`src/rtl/sm83_serial_link_if.sv`:
```
// CPU bus, serial pins and harness logging signals of the SM83 serial port.
// Writes commit on the WR falling edge using A/D_IN of that cycle. Reads are combinational while MREQ&RD.
interface sm83_serial_link_if;
  logic        MREQ;
  logic        RD;
  logic        WR;
  logic [15:0] A;
  logic [7:0]  D_IN;
  logic [7:0]  D_OUT;
  logic        D_OE;
  logic        SIN;
  logic        SCK_IN;
  logic        SOUT;
  logic        SCK_OUT;
  logic        IRQ;
  logic [7:0]  TX_BYTE;
  logic        TX_STROBE;

  modport slave (
    input  MREQ, RD, WR, A, D_IN, SIN, SCK_IN,
    output D_OUT, D_OE, SOUT, SCK_OUT, IRQ, TX_BYTE, TX_STROBE
  );

  modport master (
    output MREQ, RD, WR, A, D_IN, SIN, SCK_IN,
    input  D_OUT, D_OE, SOUT, SCK_OUT, IRQ, TX_BYTE, TX_STROBE
  );
endinterface

```
`src/rtl/sm83_serial_link.sv`:
```
// SM83 serial port (SB/SC): shifts SB out MSB-first on SOUT while shifting SIN in,
// internally clocked (CLK_DIV per bit) or from a synchronised external SCK_IN.
module sm83_serial_link #(
  parameter logic [15:0] SB_ADDR = 16'hFF01,
  parameter logic [15:0] SC_ADDR = 16'hFF02,
  parameter int          CLK_DIV = 512
) (
  input  logic              CLK,
  input  logic              RESET,
  sm83_serial_link_if.slave bus,
  output logic [1:0]        dbg_state
);
  localparam int HALF = CLK_DIV / 2;
  localparam int CW   = (HALF > 1) ? $clog2(HALF) : 1;

  typedef enum logic [1:0] {IDLE, LOW, HIGH, DONE} state_t;

  state_t        state;
  logic [7:0]    sb;
  logic [7:0]    tx_hold;
  logic [2:0]    bitcnt;
  logic [CW-1:0] cnt;
  logic          busy;
  logic          clk_sel;
  logic          mode_int;
  logic          sout_r;
  logic          sck_r;
  logic          irq_r;
  logic          txs_r;
  logic [7:0]    txb_r;
  logic          wr_q;
  logic          s1, s2, s3;

  logic commit, wr_sb, wr_sc, idle_like, expire, rise, fall;
  logic adv_high, adv_low, adv_done;

  assign commit    = wr_q & ~bus.WR;
  assign wr_sb     = commit & (bus.A == SB_ADDR);
  assign wr_sc     = commit & (bus.A == SC_ADDR);
  assign idle_like = (state == IDLE) || (state == DONE);
  assign expire    = (cnt == '0);
  assign rise      = s2 & ~s3;
  assign fall      = ~s2 & s3;

  // In external mode the last bit completes as soon as its rising edge has shifted.
  assign adv_high = (state == LOW) && (mode_int ? expire : rise);
  assign adv_low  = (state == HIGH) && (bitcnt != 3'd7) && (mode_int ? expire : fall);
  assign adv_done = (state == HIGH) && (bitcnt == 3'd7) && (mode_int ? expire : 1'b1);

  assign bus.D_OE      = bus.MREQ & bus.RD & ((bus.A == SB_ADDR) | (bus.A == SC_ADDR));
  assign bus.D_OUT     = (bus.A == SC_ADDR) ? {busy, 6'b111111, clk_sel} : sb;
  assign bus.SOUT      = sout_r;
  assign bus.SCK_OUT   = sck_r;
  assign bus.IRQ       = irq_r;
  assign bus.TX_STROBE = txs_r;
  assign bus.TX_BYTE   = txb_r;
  assign dbg_state     = state;

  always_ff @(posedge CLK or posedge RESET) begin
    if (RESET) begin
      state    <= IDLE;
      sb       <= 8'h00;
      tx_hold  <= 8'h00;
      bitcnt   <= 3'd0;
      cnt      <= '0;
      busy     <= 1'b0;
      clk_sel  <= 1'b0;
      mode_int <= 1'b0;
      sout_r   <= 1'b1;
      sck_r    <= 1'b1;
      irq_r    <= 1'b0;
      txs_r    <= 1'b0;
      txb_r    <= 8'h00;
      wr_q     <= 1'b0;
      s1       <= 1'b1;
      s2       <= 1'b1;
      s3       <= 1'b1;
    end else begin
      wr_q  <= bus.WR;
      s1    <= bus.SCK_IN;
      s2    <= s1;
      s3    <= s2;
      irq_r <= 1'b0;
      txs_r <= 1'b0;
      if (cnt != '0) cnt <= cnt - 1'b1;
      if (wr_sc) clk_sel <= bus.D_IN[0];

      if (idle_like) begin
        // DONE behaves as IDLE for writes, so a start landing on DONE begins the next transfer.
        state <= IDLE;
        if (wr_sb) sb <= bus.D_IN;
        if (wr_sc && bus.D_IN[7]) begin
          state    <= LOW;
          busy     <= 1'b1;
          tx_hold  <= sb;
          bitcnt   <= 3'd0;
          mode_int <= bus.D_IN[0];
          sout_r   <= sb[7];
          sck_r    <= ~bus.D_IN[0];
          cnt      <= CW'(HALF - 1);
        end
      end else if (wr_sc && !bus.D_IN[7]) begin
        state  <= IDLE;
        busy   <= 1'b0;
        sck_r  <= 1'b1;
        sout_r <= 1'b1;
      end else if (adv_high) begin
        state <= HIGH;
        sck_r <= 1'b1;
        sb    <= {sb[6:0], bus.SIN};
        cnt   <= CW'(HALF - 1);
      end else if (adv_low) begin
        state  <= LOW;
        bitcnt <= bitcnt + 3'd1;
        sout_r <= sb[7];
        sck_r  <= ~mode_int;
        cnt    <= CW'(HALF - 1);
      end else if (adv_done) begin
        state <= DONE;
        busy  <= 1'b0;
        irq_r <= 1'b1;
        txs_r <= 1'b1;
        txb_r <= tx_hold;
      end
    end
  end
endmodule
```
`src/flat_wrapper.sv`:
```
// flat-port wrapper written by rule: the top's interface ports become plain ports
module sm83_serial_link_flat 
#(
  parameter logic [15:0] SB_ADDR = 16'hFF01,
  parameter logic [15:0] SC_ADDR = 16'hFF02,
  parameter int          CLK_DIV = 512
)
  (CLK, RESET, dbg_state, bus_MREQ, bus_RD, bus_WR, bus_A, bus_D_IN, bus_SIN, bus_SCK_IN, bus_D_OUT, bus_D_OE, bus_SOUT, bus_SCK_OUT, bus_IRQ, bus_TX_BYTE, bus_TX_STROBE);
  sm83_serial_link_if bus_i ();
  input  logic CLK;
  input  logic RESET;
  output logic [1:0] dbg_state;
  input wire logic [$bits(bus_i.MREQ)-1:0] bus_MREQ;
  input wire logic [$bits(bus_i.RD)-1:0] bus_RD;
  input wire logic [$bits(bus_i.WR)-1:0] bus_WR;
  input wire logic [$bits(bus_i.A)-1:0] bus_A;
  input wire logic [$bits(bus_i.D_IN)-1:0] bus_D_IN;
  input wire logic [$bits(bus_i.SIN)-1:0] bus_SIN;
  input wire logic [$bits(bus_i.SCK_IN)-1:0] bus_SCK_IN;
  output wire logic [$bits(bus_i.D_OUT)-1:0] bus_D_OUT;
  output wire logic [$bits(bus_i.D_OE)-1:0] bus_D_OE;
  output wire logic [$bits(bus_i.SOUT)-1:0] bus_SOUT;
  output wire logic [$bits(bus_i.SCK_OUT)-1:0] bus_SCK_OUT;
  output wire logic [$bits(bus_i.IRQ)-1:0] bus_IRQ;
  output wire logic [$bits(bus_i.TX_BYTE)-1:0] bus_TX_BYTE;
  output wire logic [$bits(bus_i.TX_STROBE)-1:0] bus_TX_STROBE;
  assign bus_i.MREQ = bus_MREQ;
  assign bus_i.RD = bus_RD;
  assign bus_i.WR = bus_WR;
  assign bus_i.A = bus_A;
  assign bus_i.D_IN = bus_D_IN;
  assign bus_i.SIN = bus_SIN;
  assign bus_i.SCK_IN = bus_SCK_IN;
  assign bus_D_OUT = bus_i.D_OUT;
  assign bus_D_OE = bus_i.D_OE;
  assign bus_SOUT = bus_i.SOUT;
  assign bus_SCK_OUT = bus_i.SCK_OUT;
  assign bus_IRQ = bus_i.IRQ;
  assign bus_TX_BYTE = bus_i.TX_BYTE;
  assign bus_TX_STROBE = bus_i.TX_STROBE;
  sm83_serial_link #(.SB_ADDR(SB_ADDR), .SC_ADDR(SC_ADDR), .CLK_DIV(CLK_DIV)) u_core (.CLK(CLK), .RESET(RESET), .bus(bus_i), .dbg_state(dbg_state));
endmodule
```
`config.mk`:
```
export PLATFORM = sky130hd
export DESIGN_NAME = sm83_serial_link_flat
export DESIGN_NICKNAME = d
export VERILOG_FILES = /design/src/rtl/sm83_serial_link_if.sv /design/src/rtl/sm83_serial_link.sv /design/src/flat_wrapper.sv
export SDC_FILE = /design/constraint.sdc
export NUM_CORES = 1
export LEC_CHECK = 0
export CORE_ASPECT_RATIO = 1.75
export CORE_UTILIZATION = 26
export DETAILED_ROUTE_END_ITERATION = 10
export PLACE_DENSITY = 0.47
export RECOVER_POWER = 25
export SLEW_MARGIN = 20
export SYNTH_ARGS = -nofsm -noshare
export SYNTH_HDL_FRONTEND = slang
export SYNTH_SLANG_ARGS = --single-unit
```
`constraint.sdc`:
```
create_clock -name CLK -period 2.5 [get_ports CLK]
set_clock_uncertainty 0.2 [all_clocks]
set_input_delay 0.5 -clock CLK [delete_from_list [all_inputs] [get_ports CLK]]
set_output_delay 0.5 -clock CLK [all_outputs]
set_load 0.01 [all_outputs]
```
==> results.yml <==
synth:
  synth.distinct_cells: 52
  synthArstFlopShare_pct: 100
  ys_warn_count: 0
  syn_nets: 229
  syn-instance-count: 192
  synth_edf_count: 0
  synth_area_per_cell_sq_um: 12.3
  ys_seq_elements: 47
  ys.flop_type: "dfrtp_1"
  synth_sequential_area_ratio_pct: 50.3
  syn_area_sq_um: 2350
sta:
  finalSetupViolations: 8
  tightestPinTransition_ns: 1.20
  timing.final.ws_setup_ns: -0.207
  post-route-min-period_ns: 2.71
  maxSlewHeadroom_pct: 20.0
  fin_crit_sh_pct: 108
  report.final.slew_viol_count: 0
  fmax_mhz: 369
  finalHoldViolCount: 0
  rsz0062_at_grt: "yes"
run_status:
  status: "finished, violations left"
  violations: "negative setup slack"
power_and_ir_drop:
  p_sw_uw: 516
  power_density_nw_per_um2: 596
  p_int_mw: 1.62
  vdd_ir_drop_max_v: 0.000357
  p_total_mw: 2.14
  clockPowerShare_pct: 40.3
  power_switching_share_pct: 24.1
  p_seq_share_pct: 42.2
  p_leak_nw: 1.76
  p_comb_share_pct: 17.5
min_path:
  min_from: "u_core.s1"
  hold_class: "reg -> reg"
  hold_depth: 0
  min_delay_worst_endpoint: "u_core.s2"
critical_path:
  rr_worst_depth: 7
  reg2reg_slack_ns: 0.07
  path_common_cell: "buf_6"
  cpPeakStageDelay_ns: 0.54
  crit_slowest_cell: "or4_4"
  critPathBufInv: 3
  cp-start-kind: "input pin"
  endpoint_kind: "output pin"
  worstPathRequired_ns: 1.80
  critPathKind: "in -> out"
  r2r-end: "u_core.sb[0]"
  crit_chain: "buf_6, or4_4, nor4_4, nand3b_1, buf_6, mux2_4, buf_6"
  regToRegStartpoint: "u_core.cnt[3]"
  worstPathArrival_ns: 2.01
  cp_max_fo: 3
  path_delay_family: "simple AND/OR/NAND/NOR gates"
drt:
  drt-total-wl_mm: 6.17
  antenna_left: 0
  first_pass_iters: 4
  drt_iter0_drc: 28
  vias_per_cell: 4.63
  avgRoutedWirePerCell_um: 15.4
  via_count: 1856
  drc: 0
cts:
  clockBufferDepth: 2
  htree_levels: 2
  cts-root-buf: "clkbuf_16"
  cts_tree: "done"
  hold_buffers: 0
  worst_setup_hold_path_clk_slew_ns: 0.06
  clock_latency_ns: 0.29
  cts_buffers: 5
  clock_sinks: 47
run:
  max_cap_viol_count: 0
global_routing:
  track_usage_pct: 14.4
  first_global_vias: 1999
  antenna_found_initial: 0
  grt-ovfl-total: 0
  grt_max_degree: 48
  grt_first_pass_wirelength_mm: 10.2
place:
  port_buffers: 53
  dpl.cell_count: 387
  dp_hpwl_mm: 4.44
  gp_congestion: 0.754
floorplanning:
  fp.dieH_um: 128
  initial_utilization_pct: 27.0
  die_w_um: 73.9
  rows: 45
  die_area_sq_um: 9450
  core_sq_um: 8730
  num_io_pins: 54
final_layout:
  num_antenna_cells: 0
  final_cells: 401
  nets: 320
  finish.utilization_pct: 41.1
  fill_cells: 852
  multiInputGateArea_sq_um: 1220
  seq_area_sq_um: 1180
  syn2layout_area_growth_pct: 52.7
  drive_above_1_share_pct: 37.7
==> power groups by stage <==
| stage | logic, mW | clock network, mW | registers [mW] |
|---|---|---|---|
| detailed placement | 0.378 | 0 | 0.917 |
| CTS | 0.382 | 0.896 | 0.905 |
| global route | 0.427 | 0.920 | 0.914 |
| floorplan | 0.201 | 0 | 0.915 |
| finish | 0.373 | 0.862 | 0.904 |
| global placement | 0.378 | 0 | 0.916 |
==> layout by cell type (no fill, tap or decap), drive strengths merged, types with 4 or more instances in the layout <==
cell           netlist  routed
dfstp                5       5
a21oi                8       8
clkdlybuf4s50        0      28
dfrtp               42      42
buf                  1      45
clkbuf               3       6
nand2b               8       8
dlymetal6s2s         0      10
ha                   6       6
mux2                36      36
nand2               12      12
inv                 10       9
o21ai                6       6
nand3                3       4
==> metrics by stage <==
stage | hold WS (ns) | setup TNS (ns) | worst slack [ns] | cell area, sq um
after CTS | 0.160 | -2.61 | -0.386 | 3540
after detailed placement | 0.151 | -20.64 | -0.895 | 3270
final | 0.163 | -1.12 | -0.207 | 3590
after global placement | 0.149 | -20.85 | -0.896 | 3270
after floorplan | 0.145 | -1.36 | -0.196 | 2350
after global routing | 0.166 | -1.62 | -0.258 | 3590
==> sequential cells by signal, summed over array words and instances (netlist names) <==
signal and flops:
u_core.cnt 8, u_core.tx_hold 8, u_core.bus.IRQ 1, u_core.wr_q 1, u_core.s3 1, u_core.bus.SCK_OUT 1, u_core.mode_int 1, u_core.bus.SOUT 1
u_core.dbg_state 2, u_core.bitcnt 3, u_core.bus.TX_BYTE 8, u_core.s1 1, u_core.clk_sel 1, u_core.s2 1, u_core.busy 1, u_core.sb 8
==> Yosys cell counts, types with 2 or more instances <==
master | number | area share, %
o21ai_0 | 6 | 1.3
nor3_1 | 2 | 0.43
a21oi_2 | 2 | 0.74
a21oi_1 | 6 | 1.3
xor2_1 | 3 | 1.1
ha_1 | 6 | 3.2
or4_4 | 2 | 0.96
dfrtp_1 | 42 | 45
nand4_1 | 2 | 0.53
o31ai_1 | 2 | 0.64
clkbuf_1 | 3 | 0.48
nand2_1 | 12 | 1.9
xnor2_1 | 3 | 1.1
inv_1 | 10 | 1.6
or3_1 | 2 | 0.53
nand3_1 | 2 | 0.43
a31oi_1 | 2 | 0.53
mux2_2 | 35 | 17
dfstp_2 | 5 | 5.6
a21boi_0 | 2 | 0.64
o311ai_0 | 2 | 0.74
nor4bb_1 | 3 | 1.3
and2_1 | 2 | 0.53
nand2b_1 | 8 | 2.1
==> cell type report <==
| class | instances | share of cell area [%] |
|---|---|---|
| multi-input cells | 132 | 33.9 |
| clock buffers | 5 | 3.48 |
| clock inverters | 3 | 1.88 |
| flip-flops and latches | 47 | 32.9 |
| repair buffers | 87 | 22.6 |
| well taps | 117 | 4.08 |
| inverters | 10 | 1.05 |
==> worst max path at each step <==
stage	endpoint	cells after the start	slack (ns)	startpoint
floorplan	bus_D_OUT[0]	4	-0.20	bus_A[2]
global placement	bus_D_OUT[0]	7	-0.90	bus_A[2]
detailed placement	bus_D_OUT[0]	7	-0.90	bus_A[2]
CTS	bus_D_OUT[0]	7	-0.39	bus_A[5]
global route	bus_D_OUT[0]	7	-0.26	bus_A[6]
finish	bus_D_OUT[0]	7	-0.21	bus_A[6]
==> what timing repair did <==
| item | 4_1_cts | 5_1_grt |
|---|---|---|
| buffers inserted | 4 | 1 |
| cloned | 1 | 0 |
| pin swaps | 5 | 10 |
| endpoints found under the setup margin | 30 | 26 |
| gates resized for setup | 68 | 15 |
==> cell families (layout without fill, tap and decap cells) <==
logic type | after synthesis | in the layout | share of synthesized area, %
adder cells (fa/ha/maj) | 6 | 6 | 3.19
buffers and inverters | 14 | 105 | 2.39
XOR/XNOR | 6 | 6 | 2.23
AND/OR/NAND/NOR | 47 | 48 | 13.4
AO/OA/AOI/OAI | 35 | 35 | 10.9
multiplexers | 37 | 37 | 17.7
flip-flops | 47 | 47 | 50.3
==> layer usage <==
layer / share of wire (%) / wire length [um] / track usage, % / vias up
li1: - / - / - / 895
met1: 38 / 2350 / 15.1 / 922
met2: 57 / 3520 / 26.9 / 30
met3: 2.9 / 177 / 2.83 / 9
met4: 1.9 / 118 / 5.66 / 0
met5: 0 / 0 / 0 / -
Power figures use the tool's default switching activity.
